--- config.mk ---
export PLATFORM = sky130hd
export DESIGN_NAME = sweep_monitor
export DESIGN_NICKNAME = d
export VERILOG_FILES = /design/src/rtl/sweep_monitor_pkg.sv /design/src/rtl/sat_counter.sv /design/src/rtl/sweep_monitor.sv
export SDC_FILE = /design/constraint.sdc
export NUM_CORES = 1
export LEC_CHECK = 0
export CORE_MARGIN = 4
export CORE_UTILIZATION = 50
export DETAILED_ROUTE_END_ITERATION = 10
export MAX_ROUTING_LAYER = met4
export PLACE_DENSITY = 0.75
export SYNTH_ARGS = -nofsm -noshare
export SYNTH_HDL_FRONTEND = slang
export SYNTH_SLANG_ARGS = --single-unit
--- constraint.sdc ---
create_clock -name clk -period 2.7 [get_ports clk]
set_input_delay 0.405 -clock clk [delete_from_list [all_inputs] [get_ports clk]]
set_output_delay 0.405 -clock clk [all_outputs]
set_load 0.02 [all_outputs]
--- src/rtl/sweep_monitor_pkg.sv ---
// Shared types and helpers for the sweep stream monitor.
package sweep_monitor_pkg;

    typedef enum logic [1:0] {
        StWait  = 2'd0,
        StUpTrk = 2'd1,
        StDnTrk = 2'd2
    } state_e;

    // All-ones value of a cw-bit count, i.e. the sweep turnaround point.
    function automatic int unsigned max_val(input int unsigned cw);
        return (32'd1 << cw) - 32'd1;
    endfunction

endpackage

--- src/rtl/sat_counter.sv ---
// Saturating up-counter with synchronous clear; clear wins over increment.
module sat_counter #(
    parameter int unsigned W = 8
) (
    input  logic         clk,
    input  logic         n_rst,
    input  logic         clr,
    input  logic         inc,
    output logic [W-1:0] q
);

    always_ff @(posedge clk) begin
        if (!n_rst) begin
            q <= '0;
        end else if (clr) begin
            q <= '0;
        end else if (inc && (q != {W{1'b1}})) begin
            q <= q + W'(1);
        end
    end

endmodule

--- src/rtl/sweep_monitor.sv ---
// Checks an up/down sweep count stream: tracks full sweeps, pulses on completion,
// flags sequence violations and keeps saturating statistics.
module sweep_monitor
    import sweep_monitor_pkg::*;
#(
    parameter int unsigned CW  = 4,
    parameter int unsigned SCW = 8
) (
    input  logic           clk,
    input  logic           n_rst,
    input  logic           in_vld,
    input  logic [CW-1:0]  cnt_in,
    input  logic           clr,
    output logic           tracking,
    output logic           dir_up,
    output logic           done_up,
    output logic           done_dn,
    output logic           seq_err,
    output logic [SCW-1:0] sweep_cnt,
    output logic [SCW-1:0] err_cnt
);

    localparam logic [CW-1:0] Max   = CW'(max_val(CW));
    localparam logic [CW-1:0] MaxM1 = Max - CW'(1);

    state_e        state_q, state_d;
    logic [CW-1:0] exp_q, exp_d;
    logic          done_up_d, done_dn_d, seq_err_d;

    state_e        entry_state;
    logic [CW-1:0] entry_exp;

    // Entry rule, shared by WAIT and by resync after a violation.
    always_comb begin
        entry_state = StWait;
        entry_exp   = exp_q;
        if (cnt_in == '0) begin
            entry_state = StUpTrk;
            entry_exp   = CW'(1);
        end else if (cnt_in == Max) begin
            entry_state = StDnTrk;
            entry_exp   = MaxM1;
        end
    end

    always_comb begin
        state_d   = state_q;
        exp_d     = exp_q;
        done_up_d = 1'b0;
        done_dn_d = 1'b0;
        seq_err_d = 1'b0;
        case (state_q)
            StUpTrk: begin
                if (in_vld) begin
                    if (cnt_in == exp_q) begin
                        if (exp_q == Max) begin
                            done_up_d = 1'b1;
                            state_d   = StWait;
                        end else begin
                            exp_d = exp_q + CW'(1);
                        end
                    end else if (exp_q == CW'(1) && cnt_in == '0) begin
                        state_d = StUpTrk;
                    end else if (exp_q == CW'(1) && cnt_in == Max) begin
                        state_d = StDnTrk;
                        exp_d   = MaxM1;
                    end else begin
                        seq_err_d = 1'b1;
                        state_d   = entry_state;
                        exp_d     = entry_exp;
                    end
                end
            end
            StDnTrk: begin
                if (in_vld) begin
                    if (cnt_in == exp_q) begin
                        if (exp_q == '0) begin
                            done_dn_d = 1'b1;
                            state_d   = StWait;
                        end else begin
                            exp_d = exp_q - CW'(1);
                        end
                    end else if (exp_q == MaxM1 && cnt_in == Max) begin
                        state_d = StDnTrk;
                    end else if (exp_q == MaxM1 && cnt_in == '0) begin
                        state_d = StUpTrk;
                        exp_d   = CW'(1);
                    end else begin
                        seq_err_d = 1'b1;
                        state_d   = entry_state;
                        exp_d     = entry_exp;
                    end
                end
            end
            StWait: begin
                if (in_vld) begin
                    state_d = entry_state;
                    exp_d   = entry_exp;
                end
            end
            default: state_d = StWait;
        endcase
    end

    always_ff @(posedge clk) begin
        if (!n_rst) begin
            state_q  <= StWait;
            exp_q    <= '0;
            tracking <= 1'b0;
            dir_up   <= 1'b0;
            done_up  <= 1'b0;
            done_dn  <= 1'b0;
            seq_err  <= 1'b0;
        end else begin
            state_q  <= state_d;
            exp_q    <= exp_d;
            tracking <= (state_d == StUpTrk) || (state_d == StDnTrk);
            if (state_d == StUpTrk) begin
                dir_up <= 1'b1;
            end else if (state_d == StDnTrk) begin
                dir_up <= 1'b0;
            end
            done_up  <= done_up_d;
            done_dn  <= done_dn_d;
            seq_err  <= seq_err_d;
        end
    end

    sat_counter #(
        .W(SCW)
    ) u_sweep_cnt (
        .clk   (clk),
        .n_rst (n_rst),
        .clr   (clr),
        .inc   (done_up_d | done_dn_d),
        .q     (sweep_cnt)
    );

    sat_counter #(
        .W(SCW)
    ) u_err_cnt (
        .clk   (clk),
        .n_rst (n_rst),
        .clr   (clr),
        .inc   (seq_err_d),
        .q     (err_cnt)
    );

endmodule

Word-level counts from Yosys, hierarchy flattened
Cells that the tools add are included.
W data, S select, Z words.

storage, ports and cells
  register bits after elaboration = 27
  input bits = 8
  output and inout port bits = 21
  word-level logic and storage cells = 94

cells by class
  add/sub/neg operators = 4
  equality and inequality tests = 18
  multiplexer cells = 47
  bitwise operators = 2
  reduce and logical (&&, ||, !) cells = 14

operator list
  operator               count
  $mux W4                13
  $mux W2                13
  $mux W1                18
  $add A8 B1 Y8 const B  2
  $ne A8 B8 Y1 const B   2
  $eq A4 B4 Y1 const B   3
  $ne A3 B3 Y1 const B   4
  $pmux W4 S3            1
  $logic_not A4 Y1       2
  $reduce_and A8 Y1      1
  $logic_and A1 B1 Y1    6
  $ne A2 B2 Y1 const B   3
  $pmux W2 S3            1
  $add A4 B1 Y4 const B  1
  $eq A2 B1 Y1 const B   2
  $eq A2 B2 Y1 const B   2
  $eq A4 B1 Y1 const B   1
  $eq A4 B4 Y1           1
  $sub A4 B1 Y4 const B  1
  $reduce_bool A3 Y1     1
  $logic_not A2 Y1       1
  $pmux W1 S2            1
  $reduce_bool A2 Y1     1
  $reduce_or A2 Y1       1
  other kinds (3)        3

Longest topological paths before layout
  depth after elaboration = 11
  gate-level depth with buffers = 11
  gate-level depth less buffers = 10

Cells and area by module
A second synthesis with hierarchy kept.

second synthesis, totals
  cell total of the unflattened synthesis = 215
  area, all modules = 1,911.8 um^2

modules (own cells, without submodules)
  module         times used  cells each  area each (um^2)  seq. area each (um^2)
  sweep_monitor  1           123         1,068.5           220.2
  sat_counter    2           46          421.7             160.2

Least setup slack after synthesis
OpenSTA, ideal clock, no wires.

  kind = register to register
  start point = reg state_q[0]
  end point = reg dir_up
  library setup time = 0.117 ns
  arrival = 2.060 ns
  required time = 2.583 ns
  setup slack = 0.523 ns
  stages on the path, launching flop included = 11
  buffers on the path = 1
  clock period less this slack = 2.177 ns
  path through = dfxtp_1 > inv_1 > ha_1 > clkbuf_1 > a21oi_1 > o32ai_1 > a32oi_1 > or2_1 > ha_1 > mux2i_1 > nor2_1

between the ends
  word-level cells in the longest chain between the ends = 6
  elaborated cells between the ends (all ways) = 15
  classes of those cells = eq/ne (4); mux (9); reduce/logical (2)

RTL lines
  item                                                  RTL line                                    text
  from (decl)                                           sweep_monitor.sv:26                         state_e state_q, state_d;
  from (signal assigned)                                sweep_monitor.sv:107                        state_q <= StWait;
  from (signal assigned)                                sweep_monitor.sv:115                        state_q <= state_d;
  $mux W2 (on tied branches)                            sweep_monitor.sv:77, sweep_monitor.sv:56
  $mux W2 (on tied branches)                            sweep_monitor.sv:76, sweep_monitor.sv:55
  $mux W2 (on tied branches)                            sweep_monitor.sv:75, sweep_monitor.sv:54
  $pmux W2 S3 (*)                                       sweep_monitor.sv:52                         case (state_q)
  $eq A2 B1 Y1 / $eq A2 B2 Y1 (equally long branches)   sweep_monitor.sv:118, sweep_monitor.sv:120
  $mux W1 / $reduce_bool A2 Y1 (equally long branches)  --
  to (signal assigned)                                  sweep_monitor.sv:110                        dir_up <= 1'b0;
  to (signal assigned)                                  sweep_monitor.sv:119                        dir_up <= 1'b1;
  to (signal assigned)                                  sweep_monitor.sv:121                        dir_up <= 1'b0;
  to (decl)                                             sweep_monitor.sv:15                         output logic dir_up,

Mark *: on every way between the ends. The rest lies on a longest branch, timed or not.
A chain may end at the register's enable or synchronous reset.

Worst setup path after layout
  start point = reg state_q[0]
  end point = reg u_err_cnt.q[6]

between the ends
  word-level cells in the longest chain between the ends = 3
  elaborated cells between the ends (all ways) = 4
  classes of those cells = eq/ne (2); mux (1); reduce/logical (1)

RTL lines
  item                                                 RTL line             text
  $eq A2 B2 Y1 / $eq A2 B1 Y1 (equally long branches)  sweep_monitor.sv:52
  $pmux W1 S2 (*)                                      sweep_monitor.sv:52
  $logic_and A1 B1 Y1 (*)                              sat_counter.sv:17    end else if (inc && (q != {W{1'b1}})) begin
  to (signal assigned)                                 sat_counter.sv:18    q <= q + W'(1);
  to (decl)                                            sat_counter.sv:9     output logic [W-1:0] q

Marked as above.

==> key figures <==
Outcome
  – Run status: finished, final reports clean

STA
  – Fin Setup TNS: 0 ns
  – Unrepaired setup endpoints after global routing: no
  – Minimum clock period: 2.46 ns
  – Final Skew: approximately 0.0015 ns
  – Final Max Slew Viols: 0
  – PnR worst setup slack: 0.238 ns
  – Setup violators final: 0
  – Post-route clock period utilization: 91.2%
  – Final Hold Fails: 0
  – Worst-Margin Slew: 0.456 ns
  – Slew HR: slightly below 70%
  – Max Clock Freq: 406 MHz

Clock network
  – CTS H-tree lvls: 1
  – CTS resizes: 0
  – Hold_buf cts: 0
  – Clk pin slew, worst setup/hold paths: between 0.1 and 0.15 ns
  – Clk Tree Root Cell: clkbuf_4
  – CTS buffer count: 3
  – Worst-skew pair later-pin latency: 0.31 ns
  – Clk sinks: 27
  – Post-CTS Setup Bufs: 0
  – CTS tree: done
  – CTS Buffer Depth: 2

Final layout
  – Nets: 270
  – Share of cells above drive strength 1: about a tenth
  – Post-layout instance area: 2200 um^2
  – Final Util: 64.9%
  – Filler instances: ~290
  – # diodes: 0
  – Syn-to-layout area delta: 23.0%
  – Multi-input logic area: 1150 um^2
  – Storage element area: 541 um^2

Synthesis
  – Count leader, synth: dfxtp_1
  – EDFF count, synth: 0
  – Yosys top cell by area: dfxtp_1
  – Area of the mapped netlist: 1790 um^2
  – #FFs+latches synth: 27
  – Avg Inst Size Synth: 8.35 um^2
  – Synth Net Count: between 200 and 250
  – FFs w/ async S/R, synth: 0%
  – Area contributors post-synth: dfxtp_1, ha_1, a21oi_1
  – Sequential fraction of the synthesis area: 30.2%
  – Synth cell count leaders: dfxtp_1, a21oi_1, nor2_1, inv_1
  – Yosys warnings: 0
  – Share of the synthesized area in the top cell type: 30.2%
  – Top_reg_cell synth: dfxtp_1
  – Synthesized netlist cell count: 214
  – Netlist cell types: 52

GRT
  – Vias in the first global route: between 1500 and 2000
  – First-pass GRT wire length: 7180 um
  – Largest net degree at the start of global routing: 15
  – Initial antenna violation count: 0
  – Total GRT Usage: 20.7%
  – Grt total ovfl: 0

Route
  – Vias: approximately 1800
  – Final ANT Viol Nets: 0
  – Detailed Routing Iterations Pass 1: 4
  – Routed length per instance: 14.2 um
  – # DRC: 0
  – Initial DRC Count: 193
  – Drt total wl: 4190 um
  – Via-to-Cell Ratio: 5.98

Pwr
  – Logic pwr share: 11.9%
  – Pwr dens: 297 nW/um^2
  – NetSw: 0.160 mW
  – Maximum vdd drop: roughly 280 uV
  – Sw Ratio: approximately 24%
  – Pint: 0.493 mW
  – Clock Power Share: between 20% and 30%
  – Flop pwr share: 61.9%
  – Pleak: 0.766 nW

Die
  – # rows: 21
  – Starting Density: 52.8%
  – Core area: 3390 um^2
  – Die W: 67.8 um
  – Die height: approximately 68 um
  – Io pins: 29
  – DIE AREA: 4600 um^2

Critical path
  – Startpoint Class: flop
  – Element type at the critical path end: flop
  – Crit-path cells: inv_1, ha_1, and4_1, o22ai_1, nand4_1, or4_1, a21oi_1
  – Data arrival time of the worst path: 2.72 ns
  – CP max FO: 11
  – FF-to-FF path depth: 7
  – CP Data Required Time: 2.96 ns
  – Crit path kind: flop to flop
  – Critical-path top delay cell: or4_1
  – Critical path's largest stage delay: 0.62 ns

Min path
  – Hold depth: 2
  – Worst Hold Class: flop to flop

Place
  – Gpl congestion: 1.00
  – Post-DP HPWL: 3260 um
  – Pre-CTS WS: approximately 0.084 ns
  – Port Buffers: 28
  – Post-DP Area: between 2000 and 2500 um^2

Flow run
  – Max-Cap Viols: 0
[metrics by stage]
step | hold slack, ns | total power, mW | std cells
5_1_grt | 0.530 | 0.685 | 295
3_5_place_dp | 0.492 | 0.489 | 291
6_report | 0.510 | 0.653 | 295
2_1_floorplan | 0.490 | 0.456 | 214
4_1_cts | 0.511 | 0.660 | 295
3_3_place_gp | 0.493 | 0.489 | 291
[final cells by class]
cell class / count / area share, %
Clock buffer: 4 / 1.20
Inverter: 13 / 2.22
Multi-Input combinational cell: 164 / 52.2
Sequential cell: 27 / 24.6
Tap cell: 46 / 2.62
Timing Repair Buffer: 41 / 17.2
[sequential cells by signal, indices dropped and copies added, names as in the netlist]
name           count
dir_up             1
done_dn            1
exp_q              4
seq_err            1
state_q            2
done_up            1
u_sweep_cnt.q      8
u_err_cnt.q        8
tracking           1
[kinds of logic after synthesis]
kind of cell / after synthesis / synth area share, %
AOI/OAI and AO/OA: 56 / 21.6
DFF: 27 / 30.2
adders and majority gates: 12 / 8.40
muxes: 7 / 3.99
and+or+nand+nor: 84 / 27.8
xor gates and xnor gates: 5 / 2.45
buffers and inverters: 23 / 5.60
[power groups by stage]
stage          Clock (mW)  Combinational [mW]  Sequential, mW
2_1_floorplan           0              0.0433           0.413
6_report            0.171              0.0777           0.404
5_1_grt             0.193              0.0870           0.405
4_1_cts             0.179              0.0777           0.404
3_3_place_gp            0              0.0766           0.412
3_5_place_dp            0              0.0768           0.413
[worst paths after layout]
kind                  start             end  slack [ns]
max reg2reg      state_q[0]  u_err_cnt.q[6]        0.24
min reg2reg  u_err_cnt.q[6]  u_err_cnt.q[6]        0.51
max              state_q[0]  u_err_cnt.q[6]        0.24
min          u_err_cnt.q[6]  u_err_cnt.q[6]        0.51
[routing by layer]
| metal | routed length [um] | part of all wire [%] | track usage, % |
|---|---|---|---|
| met2 | 1810 | 43 | 29.9 |
| met4 | 25 | 0.60 | 2.73 |
| met1 | 2110 | 50 | 30.5 |
| met5 | 0 | 0 | - |
| met3 | 247 | 5.9 | 3.83 |
[worst max-delay path, delay by kind of cell (launching register included)]
kind	cells	cell delay [ns]
compound gates	2	0.37
flops	1	0.41
buf+inv	1	0.08
simple gates	3	1.27
fa+ha+maj	1	0.28
[cell usage in the layout, fill, tap and decap left out, types with 2 or more instances in the layout]
master and instances:
clkdlybuf4s50_1 28, dfxtp_1 27, a21oi_1 18, nor2_1 15, inv_1 13, buf_4 13
nand3_1 12, ha_1 12, o21ai_0 10, nand4_1 8, nand2_1 8, and3_1 7
mux2i_1 6, o31ai_1 6, o41ai_1 5, or4_1 5, xnor2_1 4, and4_1 4
nor4_1 4, nand2b_1 3, a211oi_1 3, clkbuf_4 3, nor4b_1 2, or2_2 2
o211ai_1 2, or3_1 2, nor3_1 2
(Power assumes the default switching activity.)
